File: src/rtl/seg_mux_scheduler.sv
// Two-digit multiplexed 7-segment scheduler: cycles A/B with dead time between
// digits and swaps in newly loaded hex values only at a frame boundary.
module seg_mux_scheduler #(
    parameter int DWELL = 2500,
    parameter int BLANK = 250
) (
    input  logic       clk,
    input  logic       reset,
    input  logic       load,
    input  logic [3:0] hex_a,
    input  logic [3:0] hex_b,
    output logic       load_ack,
    output logic [3:0] digit,
    output logic [1:0] anode
);

    localparam int MAX_LEN = (DWELL > BLANK) ? DWELL : BLANK;
    localparam int CW      = (MAX_LEN > 1) ? $clog2(MAX_LEN) : 1;
    localparam logic [CW-1:0] DWELL_LAST = CW'(DWELL - 1);
    localparam logic [CW-1:0] BLANK_LAST = CW'(BLANK - 1);

    typedef enum logic [1:0] {
        ST_BLANK_BA = 2'd0,
        ST_SHOW_A   = 2'd1,
        ST_BLANK_AB = 2'd2,
        ST_SHOW_B   = 2'd3
    } state_t;

    state_t        state_r;
    state_t        state_nxt_s;
    logic [CW-1:0] cnt_r;
    logic [CW-1:0] len_last_s;
    logic          last_s;
    logic          xfer_s;
    logic [3:0]    stg_a_r;
    logic [3:0]    stg_b_r;
    logic [3:0]    act_a_r;
    logic [3:0]    act_b_r;
    logic          pending_r;

    // Next-state selection and length of the current state.
    always_comb begin
        state_nxt_s = state_r;
        len_last_s  = BLANK_LAST;
        case (state_r)
            ST_BLANK_BA: begin
                len_last_s  = BLANK_LAST;
                state_nxt_s = ST_SHOW_A;
            end
            ST_SHOW_A: begin
                len_last_s  = DWELL_LAST;
                state_nxt_s = ST_BLANK_AB;
            end
            ST_BLANK_AB: begin
                len_last_s  = BLANK_LAST;
                state_nxt_s = ST_SHOW_B;
            end
            ST_SHOW_B: begin
                len_last_s  = DWELL_LAST;
                state_nxt_s = ST_BLANK_BA;
            end
            default: begin
                len_last_s  = BLANK_LAST;
                state_nxt_s = ST_BLANK_BA;
            end
        endcase
    end

    assign last_s = (cnt_r == len_last_s);
    // Staged pair moves to the display only on the edge leaving BLANK_BA.
    assign xfer_s = pending_r && (state_r == ST_BLANK_BA) && last_s;

    // State register and dwell counter.
    always_ff @(posedge clk) begin
        if (reset) begin
            state_r <= ST_BLANK_BA;
            cnt_r   <= '0;
        end else if (last_s) begin
            state_r <= state_nxt_s;
            cnt_r   <= '0;
        end else begin
            state_r <= state_r;
            cnt_r   <= cnt_r + CW'(1);
        end
    end

    // Staging, pending flag and frame-aligned transfer to the active pair.
    always_ff @(posedge clk) begin
        if (reset) begin
            stg_a_r   <= 4'h0;
            stg_b_r   <= 4'h0;
            act_a_r   <= 4'h0;
            act_b_r   <= 4'h0;
            pending_r <= 1'b0;
        end else begin
            if (xfer_s) begin
                act_a_r <= stg_a_r;
                act_b_r <= stg_b_r;
            end else begin
                act_a_r <= act_a_r;
                act_b_r <= act_b_r;
            end
            // A load coinciding with a transfer keeps pending for the next frame.
            if (load) begin
                stg_a_r   <= hex_a;
                stg_b_r   <= hex_b;
                pending_r <= 1'b1;
            end else if (xfer_s) begin
                stg_a_r   <= stg_a_r;
                stg_b_r   <= stg_b_r;
                pending_r <= 1'b0;
            end else begin
                stg_a_r   <= stg_a_r;
                stg_b_r   <= stg_b_r;
                pending_r <= pending_r;
            end
        end
    end

    // Moore decode of the registered state; blank states force digit to zero.
    always_comb begin
        anode = 2'b11;
        digit = 4'h0;
        case (state_r)
            ST_SHOW_A: begin
                anode = 2'b10;
                digit = act_a_r;
            end
            ST_SHOW_B: begin
                anode = 2'b01;
                digit = act_b_r;
            end
            ST_BLANK_BA, ST_BLANK_AB: begin
                anode = 2'b11;
                digit = 4'h0;
            end
            default: begin
                anode = 2'b11;
                digit = 4'h0;
            end
        endcase
    end

    assign load_ack = xfer_s;

endmodule

File: config.mk
export PLATFORM = sky130hd
export DESIGN_NAME = seg_mux_scheduler
export DESIGN_NICKNAME = d
export VERILOG_FILES = /design/src/rtl/seg_mux_scheduler.sv
export SDC_FILE = /design/constraint.sdc
export NUM_CORES = 1
export LEC_CHECK = 0
export CAP_MARGIN = 20
export CORE_MARGIN = 8
export CORE_UTILIZATION = 55
export CTS_BUF_LIST = sky130_fd_sc_hd__clkbuf_2
export CTS_CLUSTER_DIAMETER = 80
export CTS_CLUSTER_SIZE = 14
export DETAILED_ROUTE_END_ITERATION = 10
export GPL_TIMING_DRIVEN = 0
export PLACE_DENSITY = 0.77
export SLEW_MARGIN = 20
export SYNTH_ARGS = -nofsm -noshare
export SYNTH_HDL_FRONTEND = slang
export SYNTH_SLANG_ARGS = --single-unit
File: constraint.sdc
create_clock -name clk -period 2.5 [get_ports clk]
set_clock_uncertainty 0.05 [all_clocks]
set_input_delay 0.5 -clock clk [delete_from_list [all_inputs] [get_ports clk]]
set_output_delay 0.5 -clock clk [all_outputs]
set_load 0.05 [all_outputs]
==> flow_summary.ini <==
[floorplanning]
die_w_um = 66.9
die_h_um = 66.9
core_area_um2 = 2480
io_pins = 18
start_util_pct = 57.5
die_area_um2 = 4480
row_count = 18

[finish]
drive_gt1_share_pct = 13.0
final_util_pct = 68.0
diodes = 0
area_delta_synth_final_pct = 18.2
nets = 202
layout.cells.non_filler = 215

[timing]
fin_crit_sh_pct = 97.6
worst_pin_slew_ns = 0.638
postLayoutSetupSlackWorst_ns = 0.0595
fin_crit_ns = 2.44
finalHoldViolCount = 0
setup_viol = 0
slew_headroom_pct = 57.5
fin_tns_setup_ns = 0
slew_violations = 0
max_freq_mhz = 410

[power_and_ir_drop]
p_leak_nw = 0.585
p_total_mw = 0.792
peakVddDrop_mv = 0.394
powerDensity_nw_per_um2 = 470

[hold_path]
min_delay_path_depth = 2
hold_path_class = reg2reg

[place]
pre_cts_ws_ns = -0.197
portBuffers = 16
dp_hpwl_mm = 2.15
placedCellCount = 207
routabilityCongestion = 0.825

[cts]
clock-root-buffer = clkbuf_2
path_clk_slew_ns = 0.14
ctsLongestPathBuffers = 2
clk_latency_ns = 0.36
cts_tree = built
numCtsBuffers = 5
htreeDepth = 2
cts_sinks = 31
postCtsHoldBufs = 0

[synthesis]
synth_top_flop_cell = dfxtp_1
synth_mux_area_share_pct = 11.9
synth_top_family_by_area = simple AND/OR/NAND/NOR gates
synth_fp_nets = 177
ys_warn_count = 0
synthSimpleGateAreaFrac_pct = 25.0
syn_area_um2 = 1430
synth_xor_area_share_pct = 6.15
netlist_top_cells_count = nand2_1, dfxtp_1, mux2i_1
synth_cells = 161
synth_edf_count = 0
yosysUniqueCellTypes = 26
synth_fa_ha_area_share_pct = 4.39
yosysMostFrequentCell = nand2_1
synth_compound_area_share_pct = 4.74
synth.avg_cell_area_um2 = 8.85
async_flop_share_pct = 0
synth.top_cell.area_share_pct = 43.5
yosysSeqAreaShare_pct = 43.5
yosysTopAreaCell = dfxtp_1
ys_ff_latch = 31
ys_top_cells_by_area = dfxtp_1, mux2i_1, nand2_1

[routing]
via_count = 1185
drt_first_iter_violations = 50
post-route-drc-count = 0
wl_per_cell_um = 14.5
drt-total-wl_mm = 3.12
firstDrtPassIters = 4
drt-vias-per-instance = 5.51
antenna_left = 0

[setup_path]
worstSetupEndpointType = output pin
worst_ep_arrival_time_ns = 1.89
cp.required_ns = 1.95
critPathLaunchType = flip-flop
rr_worst_depth = 6
worstSetupPathType = reg2out
cp_max_fo = 10

[global_route]
grt_overflow = 0
grt_max_degree = 11
grt_pass1_vias = 1210
grt_pass1_wl_mm = 5.22
antenna_found_initial = 0
grt_usage_pct = 15.2

[flow_run]
cap_violations = 0

[run_status]
status = finished clean
[metal layers]
metal | vias to the layer above | wire length (µm) | track usage [%]
met5 | - | 0 | 0
li1 | 588 | - | -
met1 | 556 | 1350 | 17.1
met4 | 0 | 85 | 9.66
met2 | 31 | 1520 | 24.5
met3 | 10 | 162 | 4.70
[timing repair]
action	CTS	global route
pin swaps	0	1
gates resized for setup	24	8
endpoints found under the setup margin	6	7
setup buffers	0	3
[report_power, final]
group          leakage (nW)  total (mW)  internal, mW  switching, mW
combinational         0.306      0.0593        0.0302         0.0291
clock                0.0249       0.215        0.0631          0.151
sequential            0.254       0.518         0.507         0.0107
total                 0.585       0.792         0.601          0.191
[per-stage QoR]
stage	area [µm²]	hold slack, ns
2_1_floorplan	1430	0.375
4_1_cts	1660	0.426
3_3_place_gp	1620	0.392
3_5_place_dp	1620	0.398
6_report	1680	0.422
5_1_grt	1680	0.441
[state kept, by name, summed over array words and instances, names as in the netlist]
| register | flops |
|---|---|
| pending_r | 1 |
| stg_b_r | 4 |
| stg_a_r | 4 |
| cnt_r | 12 |
| act_a_r | 4 |
| state_r | 2 |
| act_b_r | 4 |
[cells by family after synthesis]
group                      Yosys count
xor gates and xnor gates            10
and+or+nand+nor                     75
buffers and inverters               13
adders and majority gates            5
muxes                               17
DFF                                 31
AOI/OAI and AO/OA                   10
[layout make-up]
type / count / area, µm²
inverters: 5 / 18.8
flip-flops and latches: 31 / 626
clock buffers: 6 / 30.0
multi-input cells: 117 / 751
repair buffers: 19 / 184
fillers: 215 / 793
plain buffers: 7 / 37.5
well taps: 30 / 37.5
[cells in the final DEF (no fill, tap or decap), drive strengths merged]
master         instances
nand2                 32
dfxtp                 31
mux2i                 17
nor3                  15
nor2                  14
clkbuf                11
clkdlybuf4s50          9
xnor2                  8
buf                    7
inv                    5
o21ai                  5
ha                     5
nand3                  5
nand4                  4
clkdlybuf4s15          3
xor2                   2
nor4b                  2
nand3b                 1
a211oi                 1
o21a                   1
nand2b                 1
a22o                   1
a21oi                  1
o2bb2ai                1
nor3b                  1
dlygate4sd2            1
dlymetal6s2s           1
[final timing paths]
check / start / to / slack, ns
worst max-delay path: cnt_r[9] / load_ack / 0.06
worst min-delay path: act_a_r[3] / act_a_r[3] / 0.42
worst max register to register: cnt_r[9] / cnt_r[10] / 0.68
worst min register to register: act_a_r[3] / act_a_r[3] / 0.42
[critical path: stages, from the launching register on]
cell and delay (ns):
dfxtp_1 0.37, nor4b_2 0.30, nand3_1 0.20, a211oi_2 0.27, buf_6 0.20, buf_6 0.18
No activity file was read; power rests on OpenSTA's default activity.
